--- config.mk ---
export PLATFORM = sky130hd
export DESIGN_NAME = lsu_ctrl_flat
export DESIGN_NICKNAME = d
export VERILOG_FILES = /design/src/rtl/lsu_ctrl_if.sv /design/src/rtl/lsu_ctrl.sv /design/src/flat_wrapper.sv
export SDC_FILE = /design/constraint.sdc
export NUM_CORES = 1
export LEC_CHECK = 0
export BUFFER_PORTS_ARGS = -buffer_cell sky130_fd_sc_hd__buf_4
export CORE_UTILIZATION = 40
export DETAILED_ROUTE_END_ITERATION = 12
export PLACE_DENSITY_LB_ADDON = 0.08
export SETUP_SLACK_MARGIN = 0.4
export SLEW_MARGIN = 20
export SYNTH_ARGS = -nofsm -noshare
export SYNTH_HDL_FRONTEND = slang
export SYNTH_SLANG_ARGS = --single-unit
--- constraint.sdc ---
create_clock -name clk -period 2.55 [get_ports clk]
set_input_delay 0.255 -clock clk [delete_from_list [all_inputs] [get_ports clk]]
set_output_delay 0.255 -clock clk [all_outputs]
set_load 0.1 [all_outputs]
--- src/rtl/lsu_ctrl_if.sv ---
// lsu_ctrl_if -- request/response/memory bundle for the load-store controller.
//   req_*  : request handshake (valid/ready) carrying we, start addr,
//            len (words-1) and a fill value for write bursts.
//   rsp_*  : one-cycle response strobe with read data, last and error flags.
//   busy   : controller is not idle.
//   mem_*  : single-port data memory strobes, address, write data and
//            combinational read data.
// Modport slave is the controller side; master is the requester/memory side.
interface lsu_ctrl_if;
  logic        req_valid;
  logic        req_ready;
  logic        req_we;
  logic [15:0] req_addr;
  logic [2:0]  req_len;
  logic [15:0] req_wdata;
  logic        rsp_valid;
  logic [15:0] rsp_rdata;
  logic        rsp_last;
  logic        rsp_err;
  logic        busy;
  logic        mem_read_en;
  logic        mem_write_en;
  logic [15:0] mem_addr;
  logic [15:0] mem_wdata;
  logic [15:0] mem_rdata;

  modport slave (
    input  req_valid, req_we, req_addr, req_len, req_wdata, mem_rdata,
    output req_ready, rsp_valid, rsp_rdata, rsp_last, rsp_err, busy,
           mem_read_en, mem_write_en, mem_addr, mem_wdata
  );

  modport master (
    output req_valid, req_we, req_addr, req_len, req_wdata, mem_rdata,
    input  req_ready, rsp_valid, rsp_rdata, rsp_last, rsp_err, busy,
           mem_read_en, mem_write_en, mem_addr, mem_wdata
  );
endinterface

--- src/rtl/lsu_ctrl.sv ---
// lsu_ctrl -- burst load/store controller for a 16-bit word memory.
//   clk : rising-edge clock for all state.
//   rst : asynchronous active-high reset.
//   bus : lsu_ctrl_if.slave -- request in, response out, memory strobes out.
// Read bursts return one registered word per cycle; write bursts store the
// same fill value to 1..8 consecutive words and answer with a single response.
// Requests whose last address falls outside 0..MEM_DEPTH-1 are rejected with
// an error response and never touch the memory.
module lsu_ctrl #(
  parameter int unsigned MEM_DEPTH = 1024
) (
  input logic       clk,
  input logic       rst,
  lsu_ctrl_if.slave bus
);

  localparam logic [16:0] LAST_ADDR = 17'(MEM_DEPTH - 1);

  typedef enum logic [1:0] {IDLE, RD, WR} state_t;

  state_t      r_state;
  state_t      w_next;
  logic [15:0] r_cur_addr;
  logic [2:0]  r_count;
  logic [15:0] r_fill;
  logic        r_rsp_valid;
  logic [15:0] r_rsp_rdata;
  logic        r_rsp_last;
  logic        r_rsp_err;

  logic        w_accept;
  logic [16:0] w_end_addr;
  logic        w_range_err;
  logic        w_mem_re;
  logic        w_mem_we;
  logic [15:0] w_mem_addr;
  logic [15:0] w_mem_wdata;

  assign w_accept    = bus.req_valid && (r_state == IDLE);
  // 17-bit sum so an address near 0xFFFF cannot wrap into range.
  assign w_end_addr  = {1'b0, bus.req_addr} + {14'b0, bus.req_len};
  assign w_range_err = (w_end_addr > LAST_ADDR);

  always_ff @(posedge clk or posedge rst) begin
    if (rst) r_state <= IDLE;
    else     r_state <= w_next;
  end

  always_comb begin
    w_next      = r_state;
    w_mem_re    = 1'b0;
    w_mem_we    = 1'b0;
    w_mem_addr  = '0;
    w_mem_wdata = '0;
    unique case (r_state)
      IDLE: begin
        if (w_accept && !w_range_err) w_next = bus.req_we ? WR : RD;
      end
      RD: begin
        w_mem_re   = 1'b1;
        w_mem_addr = r_cur_addr;
        if (r_count == '0) w_next = IDLE;
      end
      WR: begin
        w_mem_we    = 1'b1;
        w_mem_addr  = r_cur_addr;
        w_mem_wdata = r_fill;
        if (r_count == '0) w_next = IDLE;
      end
      default: w_next = IDLE;
    endcase
  end

  // Response registers default to zero every cycle so rsp_valid is a strobe.
  always_ff @(posedge clk or posedge rst) begin
    if (rst) begin
      r_cur_addr  <= '0;
      r_count     <= '0;
      r_fill      <= '0;
      r_rsp_valid <= 1'b0;
      r_rsp_rdata <= '0;
      r_rsp_last  <= 1'b0;
      r_rsp_err   <= 1'b0;
    end else begin
      r_rsp_valid <= 1'b0;
      r_rsp_rdata <= '0;
      r_rsp_last  <= 1'b0;
      r_rsp_err   <= 1'b0;
      unique case (r_state)
        IDLE: begin
          if (w_accept) begin
            r_cur_addr <= bus.req_addr;
            r_count    <= bus.req_len;
            r_fill     <= bus.req_wdata;
            if (w_range_err) begin
              r_rsp_valid <= 1'b1;
              r_rsp_err   <= 1'b1;
              r_rsp_last  <= 1'b1;
            end
          end
        end
        RD: begin
          r_rsp_valid <= 1'b1;
          r_rsp_rdata <= bus.mem_rdata;
          r_rsp_last  <= (r_count == '0);
          r_cur_addr  <= r_cur_addr + 16'd1;
          r_count     <= r_count - 3'd1;
        end
        WR: begin
          r_cur_addr <= r_cur_addr + 16'd1;
          r_count    <= r_count - 3'd1;
          if (r_count == '0) begin
            r_rsp_valid <= 1'b1;
            r_rsp_last  <= 1'b1;
          end
        end
        default: ;
      endcase
    end
  end

  assign bus.req_ready    = (r_state == IDLE);
  assign bus.busy         = (r_state != IDLE);
  assign bus.rsp_valid    = r_rsp_valid;
  assign bus.rsp_rdata    = r_rsp_rdata;
  assign bus.rsp_last     = r_rsp_last;
  assign bus.rsp_err      = r_rsp_err;
  assign bus.mem_read_en  = w_mem_re;
  assign bus.mem_write_en = w_mem_we;
  assign bus.mem_addr     = w_mem_addr;
  assign bus.mem_wdata    = w_mem_wdata;

endmodule
--- src/flat_wrapper.sv ---
// flat-port wrapper written by rule: the top's interface ports become plain ports
module lsu_ctrl_flat 
#(
  parameter int unsigned MEM_DEPTH = 1024
)
  (clk, rst, bus_req_valid, bus_req_we, bus_req_addr, bus_req_len, bus_req_wdata, bus_mem_rdata, bus_req_ready, bus_rsp_valid, bus_rsp_rdata, bus_rsp_last, bus_rsp_err, bus_busy, bus_mem_read_en, bus_mem_write_en, bus_mem_addr, bus_mem_wdata);
  lsu_ctrl_if bus_i ();
  input logic clk;
  input logic rst;
  input wire logic [$bits(bus_i.req_valid)-1:0] bus_req_valid;
  input wire logic [$bits(bus_i.req_we)-1:0] bus_req_we;
  input wire logic [$bits(bus_i.req_addr)-1:0] bus_req_addr;
  input wire logic [$bits(bus_i.req_len)-1:0] bus_req_len;
  input wire logic [$bits(bus_i.req_wdata)-1:0] bus_req_wdata;
  input wire logic [$bits(bus_i.mem_rdata)-1:0] bus_mem_rdata;
  output wire logic [$bits(bus_i.req_ready)-1:0] bus_req_ready;
  output wire logic [$bits(bus_i.rsp_valid)-1:0] bus_rsp_valid;
  output wire logic [$bits(bus_i.rsp_rdata)-1:0] bus_rsp_rdata;
  output wire logic [$bits(bus_i.rsp_last)-1:0] bus_rsp_last;
  output wire logic [$bits(bus_i.rsp_err)-1:0] bus_rsp_err;
  output wire logic [$bits(bus_i.busy)-1:0] bus_busy;
  output wire logic [$bits(bus_i.mem_read_en)-1:0] bus_mem_read_en;
  output wire logic [$bits(bus_i.mem_write_en)-1:0] bus_mem_write_en;
  output wire logic [$bits(bus_i.mem_addr)-1:0] bus_mem_addr;
  output wire logic [$bits(bus_i.mem_wdata)-1:0] bus_mem_wdata;
  assign bus_i.req_valid = bus_req_valid;
  assign bus_i.req_we = bus_req_we;
  assign bus_i.req_addr = bus_req_addr;
  assign bus_i.req_len = bus_req_len;
  assign bus_i.req_wdata = bus_req_wdata;
  assign bus_i.mem_rdata = bus_mem_rdata;
  assign bus_req_ready = bus_i.req_ready;
  assign bus_rsp_valid = bus_i.rsp_valid;
  assign bus_rsp_rdata = bus_i.rsp_rdata;
  assign bus_rsp_last = bus_i.rsp_last;
  assign bus_rsp_err = bus_i.rsp_err;
  assign bus_busy = bus_i.busy;
  assign bus_mem_read_en = bus_i.mem_read_en;
  assign bus_mem_write_en = bus_i.mem_write_en;
  assign bus_mem_addr = bus_i.mem_addr;
  assign bus_mem_wdata = bus_i.mem_wdata;
  lsu_ctrl #(.MEM_DEPTH(MEM_DEPTH)) u_core (.clk(clk), .rst(rst), .bus(bus_i));
endmodule
==> run_results.csv, run 1 <==
group,metric,value,unit
synthesis,ys_warn_count,0,
place,dpl_cell_area,3890,um^2
route,drtAntennaViolNets,0,
place,placement.setup.worst_slack,0.305,ns
die,coreArea,6910,um^2
place,dp_hpwl,5260,um
synthesis,synth_area,2920,um^2
synthesis,ys_async_sr_fraction,100,%
global_routing,first_global_vias,2398,
place,io_buffers,109,
die,die_x,87.4,um
setup_path,arrival,1.80,ns
finish,drive_gt1_share,42.7,%
synthesis,ys_ff_latch,56,
power_and_ir_drop,pwr_density_cell,1080,nW/um^2
outcome,status,"finished, final reports clean",
global_routing,antenna_found_initial,0,
route,drc,0,
sta,worst_pin_slew,0.595,ns
synthesis,synth-xor-area-share,0,%
finish,mostFrequentLayoutCell,"buf_4",
synthesis,synth_edf_count,0,
synthesis,synth-simple-area-share,20.3,%
setup_path,worstPathMaxFanout,30,
route,via_per_inst,4.99,
setup_path,crit_family,"buffers and inverters",
clock_tree,insertion_delay,0.31,ns
synthesis,synth-seq-area-share,48.1,%
place,gp_congestion,0.832,
sta,fin_worst_skew,0.00491,ns
route,num_vias,2467,
sta,layout_min_cycle_time,2.06,ns
die,die_area,7630,um^2
synthesis,postSynthCellCount,283,
setup_path,crit_path_cell_trace,"inv_1, ha_4, buf_12, and2_1, buf_12",
finish,areaGrowthSynthToFinish,41.3,%
sta,fmax,485,MHz
clock_tree,clockBufferDepth,2,
global_routing,grt_pass1_wl,11400,um
finish,utilization,59.7,%
clock_tree,cts_made_buffers,5,
sta,setup_viol,0,
finish,seq_area,1400,um^2
setup_path,crit_slowest_cell,"dfrtp_1",
die,die_y,87.4,um
setup_path,max_stage_delay,0.41,ns
finish,fill_cells,645,
finish,multi_input_area,1440,um^2
clock_tree,clk_pin_slew_worst_paths,0.10,ns
finish,num_antenna_cells,0,
synthesis,ys_types,40,
die,row_count,30,
clock_tree,htree_levels,2,
clock_tree,clockRootBuffer,"clkbuf_8",
sta,grt_setup_unrepaired,"no",
sta,hold_viol,0,
clock_tree,cts_hold_buf,0,
setup_path,worstPathRequired,2.30,ns
synthesis,muxShareOfSynthArea,8.58,%
finish,final_cell_mix,"buf_4 (104), dfrtp_1 (56), and2_1 (27)",
clock_tree,cts.sinks,56,
clock_tree,cts_tree,"yes",
route,wire_per_inst,14.3,um
sta,fin_crit_sh,80.8,%
synthesis,avgSynthCellArea,10.3,um^2
global_routing,grt-ovfl-total,0,
synthesis,synth_top_family_by_area,"simple AND/OR/NAND/NOR gates",
sta,relSlewSlack,60.3,%
synthesis,synth_compound_area_share,14.1,%
sta,tns,0,ns
setup_path,cp-end-kind,"output port",
power_and_ir_drop,p_leak,2.02,nW
synthesis,synth_nets,349,
sta,drv_slew,0,
flow_run,drv_cap,0,
global_routing,grt_use_total,19.3,%
synthesis,synth-main-ff-cell,"dfrtp_1",
setup_path,critPathKind,"reg -> out",
route,drtIter0Drc,100,
global_routing,grt_max_degree,31,
worst_hold_path,hold_class,"in -> async",
setup_path,cp_num_buf_inv,3,
finish,fin_area,4120,um^2
power_and_ir_drop,irDropWorstVdd,0.000450,V
die,io_pins,110,
setup_path,crit_path_frequent_cell,"buf_12",
setup_path,startpoint_type,"flop",
finish,finalNetCount,463,
synthesis,synthAdderAreaFrac,4.98,%
route,drt-total-wl,7050,um
die,initial_core_util,42.2,%
route,drt_pass1_iterations,4,
sta,setup_ws,0.490,ns
[worst paths after layout]
| kind | slack (ns) | from | cells after the start | endpoint |
|---|---|---|---|---|
| max | 0.49 | u_core.r_state[0]$_DFFE_PP0P_ | 5 | bus_mem_addr[8] |
| min | 0.01 | rst | 2 | u_core.r_count[2]$_DFFE_PP0P_ |
| max reg2reg | 0.61 | u_core.r_state[0]$_DFFE_PP0P_ | 7 | u_core.r_cur_addr[14]$_DFFE_PP0P_ |
| min reg2reg | 0.50 | u_core.r_fill[5]$_DFFE_PP0P_ | 1 | u_core.r_fill[5]$_DFFE_PP0P_ |
| max in group asynchronous | 1.97 | rst | 3 | u_core.bus.rsp_valid$_DFF_PP0_ |
| min in group clk | 0.15 | bus_mem_rdata[15] | 2 | u_core.bus.rsp_rdata[15]$_DFF_PP0_ |
[cell usage after synthesis, types with 2 or more instances]
cell type   n  share of area [%]
nand4_1     5                1.1
nand2b_1    4               0.86
nor3_1      3               0.51
a311o_1     2               0.69
clkbuf_1    5               0.64
a21oi_1    23                3.9
buf_2       5               0.86
mux2_2     16                6.2
nand3_1     9                1.5
nand2_1    17                2.2
o2bb2a_1    2               0.69
o21ai_0     7                1.2
buf_1       2               0.26
mux2i_1     7                2.4
dfrtp_1    56                 48
and4_1      3               0.90
ha_1       10                4.3
o2bb2ai_1   2               0.60
and2_1     47                 10
nor2_1      8                1.0
and3_1      4               0.86
o211ai_1    2               0.51
a311oi_1    3               0.90
or3b_1      2               0.60
inv_1      15                1.9
o22ai_1    10                2.1
[cell families (layout without fill, tap and decap cells)]
group | count (synthesis) | in the layout
compound gates | 60 | 60
fa+ha+maj | 11 | 11
buf+inv | 29 | 144
flops | 56 | 56
mux | 23 | 23
simple gates | 104 | 104
[report_power, final]
part           leakage, nW  internal [mW]  switching, mW
Clock               0.0552          0.292          0.293
Sequential           0.685           1.17          0.220
Combinational         1.28          0.778           1.69
Total                 2.02           2.24           2.20
[metal layers]
layer	track usage [%]	up-vias	part of all wire [%]
met5	0	-	0
met4	5.96	0	1.0
met3	4.83	5	6.4
met2	32.5	78	50
met1	24.3	1167	43
li1	-	1217	-
[flip-flops by register name, summed over array words and instances (netlist names)]
| name | count |
|---|---|
| u_core.r_cur_addr | 16 |
| u_core.r_state | 2 |
| u_core.bus.rsp_valid | 1 |
| u_core.bus.rsp_err | 1 |
| u_core.r_count | 3 |
| u_core.bus.rsp_last | 1 |
| u_core.bus.rsp_rdata | 16 |
| u_core.r_fill | 16 |
[metrics by stage]
stage	std cells	hold WS [ns]	power, mW
3_5_place_dp	482	0.374	3.75
3_3_place_gp	482	0.374	3.72
4_1_cts	490	0.0289	4.40
2_1_floorplan	283	0.389	3.22
6_report	494	0.00984	4.43
5_1_grt	494	0.0611	4.69
[what timing repair did]
action / 4_1_cts / 5_1_grt
endpoints found under the setup margin: 17 / 25
resized for setup: 13 / 8
buffers inserted: 0 / 4
pin swaps: 0 / 1
[cell type report]
cell class                 count  area share (%)
multi-input combinational    198            35.0
tap                           96            2.92
clock buffer                   6            1.76
clock inverter                 2           0.850
sequential                    56            34.0
timing repair buffer         120            24.0
inverter                      16            1.55
Power figures use the tool's default switching activity.
==> run 2, diff against run 1 <==
--- a/config.mk
+++ b/config.mk
@@ -5,6 +5,7 @@
 export SDC_FILE = /design/constraint.sdc
 export NUM_CORES = 1
 export LEC_CHECK = 0
+export ABC_AREA = 1
 export BUFFER_PORTS_ARGS = -buffer_cell sky130_fd_sc_hd__buf_4
 export CORE_UTILIZATION = 40
 export DETAILED_ROUTE_END_ITERATION = 12
==> constraint.sdc (replaced) <==
create_clock -name clk -period 1.7 [get_ports clk]
set_input_delay 0.17 -clock clk [delete_from_list [all_inputs] [get_ports clk]]
set_output_delay 0.17 -clock clk [all_outputs]
set_load 0.1 [all_outputs]
==> run 2 against run 1 <==
  * The flow now finishes with violations (setup timing)
  * Area after synthesis grew 7.2%
  * Critical path type unchanged
  * Synthesized cell count grew 52%
  * Worst setup slack lost 0.60 ns
  * Clock skew grew 0.0034 ns
  * Via count grew 36%
  * Die area grew 7.0%
  * Highest routed layer unchanged
  * Routed wire length grew 47%
  * Register-to-register slack lost 0.69 ns
  * Utilization grew 21 points
==> run_results.csv, run 2 <==
group,metric,value,unit
worst_hold_path,hp-start,"bus_mem_rdata[15]",
die,row_count,31,
route,wl_met1,4210,um
setup_path,timing.rr.start,"u_core.r_state[0]$_DFFE_PP0P_",
setup_path,worstPathMaxFanout,6,
synthesis,synth_compound_area_share,7.09,%
route,wl_met3,602,um
synthesis,synthAdderAreaFrac,4.64,%
clock_tree,clk_pin_slew_worst_paths,0.11,ns
worst_hold_path,holdPathEnd,"u_core.bus.rsp_rdata[15]$_DFF_PP0_",
route,drtAntennaViolNets,0,
setup_path,rrSetupSlack,-0.08,ns
synthesis,synth-seq-area-share,44.8,%
clock_tree,cts_made_buffers,5,
synthesis,synth_nets,497,
synthesis,ys_warn_count,0,
synthesis,synth_top_area_share,44.8,%
synthesis,avgSynthCellArea,7.25,um^2
synthesis,yosys-top-cells-count,"nand2_1 (168), inv_1 (82), dfrtp_1 (56)",
sta,setup_ws,-0.110,ns
route,via_per_inst,4.86,
place,gp_congestion,0.806,
outcome,failed_checks,"setup timing",
clock_tree,clockBufferDepth,2,
setup_path,r2r_end,"u_core.r_cur_addr[13]$_DFFE_PP0P_",
synthesis,synth-main-ff-cell,"dfrtp_1",
sta,fin_crit_sh,106,%
place,dp_hpwl,5800,um
setup_path,rr_worst_depth,9,
die,coreArea,7410,um^2
clock_tree,cts.sinks,56,
setup_path,crit_path_cell_trace,"inv_2, ha_4, buf_12, nand2_4, clkinvlp_4, buf_12",
finish,fill_cells,433,
die,die_area,8170,um^2
sta,drv_slew,0,
die,die_x,90.4,um
setup_path,crit_path_frequent_cell,"buf_12",
worst_hold_path,hold_class,"in -> reg",
setup_path,startpoint,"u_core.r_state[0]$_DFFE_PP0P_",
setup_path,cp-end-kind,"output port",
sta,worst_pin_slew,0.576,ns
clock_tree,htree_levels,2,
setup_path,arrival,1.64,ns
finish,finalNonFillerCells,691,
global_routing,grt_use_total,22.5,%
route,num_vias,3357,
sta,grt_setup_unrepaired,"yes",
outcome,status,"finished with violations",
route,wire_per_inst,15.0,um
synthesis,muxShareOfSynthArea,0,%
synthesis,yosysMostFrequentCell,"nand2_1",
die,die_y,90.4,um
place,io_buffers,109,
setup_path,startpoint_type,"flop",
setup_path,worstPathRequired,1.53,ns
synthesis,ys_async_sr_fraction,100,%
global_routing,grt_max_degree,33,
synthesis,netlist_top_cells_area,"dfrtp_1 (45%), nand2_1 (20%), inv_1 (9.8%), ha_1 (4.0%), nand3_1 (3.0%)",
synthesis,ys_ff_latch,56,
finish,mostFrequentLayoutCell,"nand2_1",
sta,layout_min_cycle_time,1.81,ns
setup_path,max_stage_delay,0.38,ns
sta,tns,-2.57,ns
route,top_layer_used,"met4",
route,wl_met2,5380,um
setup_path,crit_slowest_cell,"dfrtp_1",
clock_tree,insertion_delay,0.32,ns
synthesis,synth_edf_count,0,
die,initial_core_util,42.2,%
finish,final_cell_mix,"nand2_1 (101), buf_4 (92), dfrtp_1 (52)",
setup_path,critPathKind,"reg -> out",
flow_run,drv_cap,0,
route,drt_pass1_iterations,4,
worst_hold_path,hold_depth,3,
synthesis,synth-xor-area-share,0.841,%
route,drtIter0Drc,177,
clock_tree,cts_tree,"yes",
global_routing,grt_pass1_wl,14700,um
finish,drive_gt1_share,54.7,%
die,io_pins,110,
finish,finalNetCount,657,
synthesis,synth_area,3130,um^2
sta,fin_worst_skew,0.00835,ns
route,drc,0,
synthesis,synth_largest_area_cell,"dfrtp_1",
finish,areaGrowthSynthToFinish,90.4,%
clock_tree,clockRootBuffer,"clkbuf_8",
global_routing,grt-ovfl-total,0,
synthesis,synth_top_family_by_area,"simple AND/OR/NAND/NOR gates",
place,dp.cells,635,
sta,fmax,553,MHz
sta,setup_viol,40,
sta,relSlewSlack,61.5,%
sta,hold_viol,0,
route,drt-total-wl,10300,um
finish,num_antenna_cells,0,
synthesis,postSynthCellCount,431,
global_routing,antenna_found_initial,0,
synthesis,ys_types,34,
global_routing,first_global_vias,3080,
synthesis,synth-simple-area-share,29.5,%
## run 2: final cells by class
type                    instances  area [um^2]  share of cell area, %
inverters                      84          454                   7.63
multi-input cells             276         1850                   31.1
flip-flops and latches         56         1410                   23.6
repair buffers                168         2020                   33.9
clock inverters                 3         28.8                  0.484
well taps                      99          124                   2.08
clock buffers                   5         68.8                   1.16
## run 2: metrics by stage
stage	util (%)	cell area, um^2	setup WS [ns]	hold slack (ns)
after floorplan	-	3440	-0.563	0.250
after global placement	58.9	4360	0.106	0.265
after detailed placement	58.9	4360	0.0557	0.259
after CTS	71.3	5290	-0.102	0.0156
after global routing	80.3	5950	-0.170	0.00468
final	80.3	5950	-0.110	0.0193
## run 2: how the worst max path moves through the flow
stage,to,slack [ns],depth (start not counted)
5_1_grt,bus_mem_addr[14],-0.17,7
2_1_floorplan,u_core.r_count[1]$_DFFE_PP0P_,-0.56,8
6_report,bus_mem_addr[6],-0.11,6
4_1_cts,bus_mem_addr[14],-0.10,7
3_5_place_dp,u_core.r_state[0]$_DFFE_PP0P_,0.06,14
3_3_place_gp,u_core.r_state[0]$_DFFE_PP0P_,0.11,14
## run 2: cell families (layout without fill, tap and decap cells)
family | Yosys count | count (layout)
AO/OA/AOI/OAI | 36 | 36
XOR/XNOR | 3 | 3
adder cells (fa/ha/maj) | 11 | 11
buffers and inverters | 99 | 260
flip-flops | 56 | 56
AND/OR/NAND/NOR | 226 | 226
## run 2: timing repair
item,in CTS,in global routing
buffers inserted,22,18
gates resized for setup,149,125
hold buffers,1,1
cloned,2,4
endpoints found under the setup margin,60,71
pin swaps,6,28
endpoints found under the hold margin,24,1
## run 2: layer usage
metal / vias to the layer above / global-route usage (%)
met5: - / 0
met4: 0 / 5.91
met3: 18 / 5.64
met2: 139 / 37.0
met1: 1577 / 29.4
li1: 1623 / -
## run 2: worst max-delay path: cells and delay by family, from the launching register on
| kind | cells | cell delay [ns] |
|---|---|---|
| flip-flops | 1 | 0.38 |
| AND/OR/NAND/NOR | 1 | 0.06 |
| adder cells (fa/ha/maj) | 1 | 0.36 |
| buffers and inverters | 4 | 0.51 |
Power of run 2 is not shown: default switching activity piles up to over one toggle a cycle in this logic, so the estimate is an artifact.
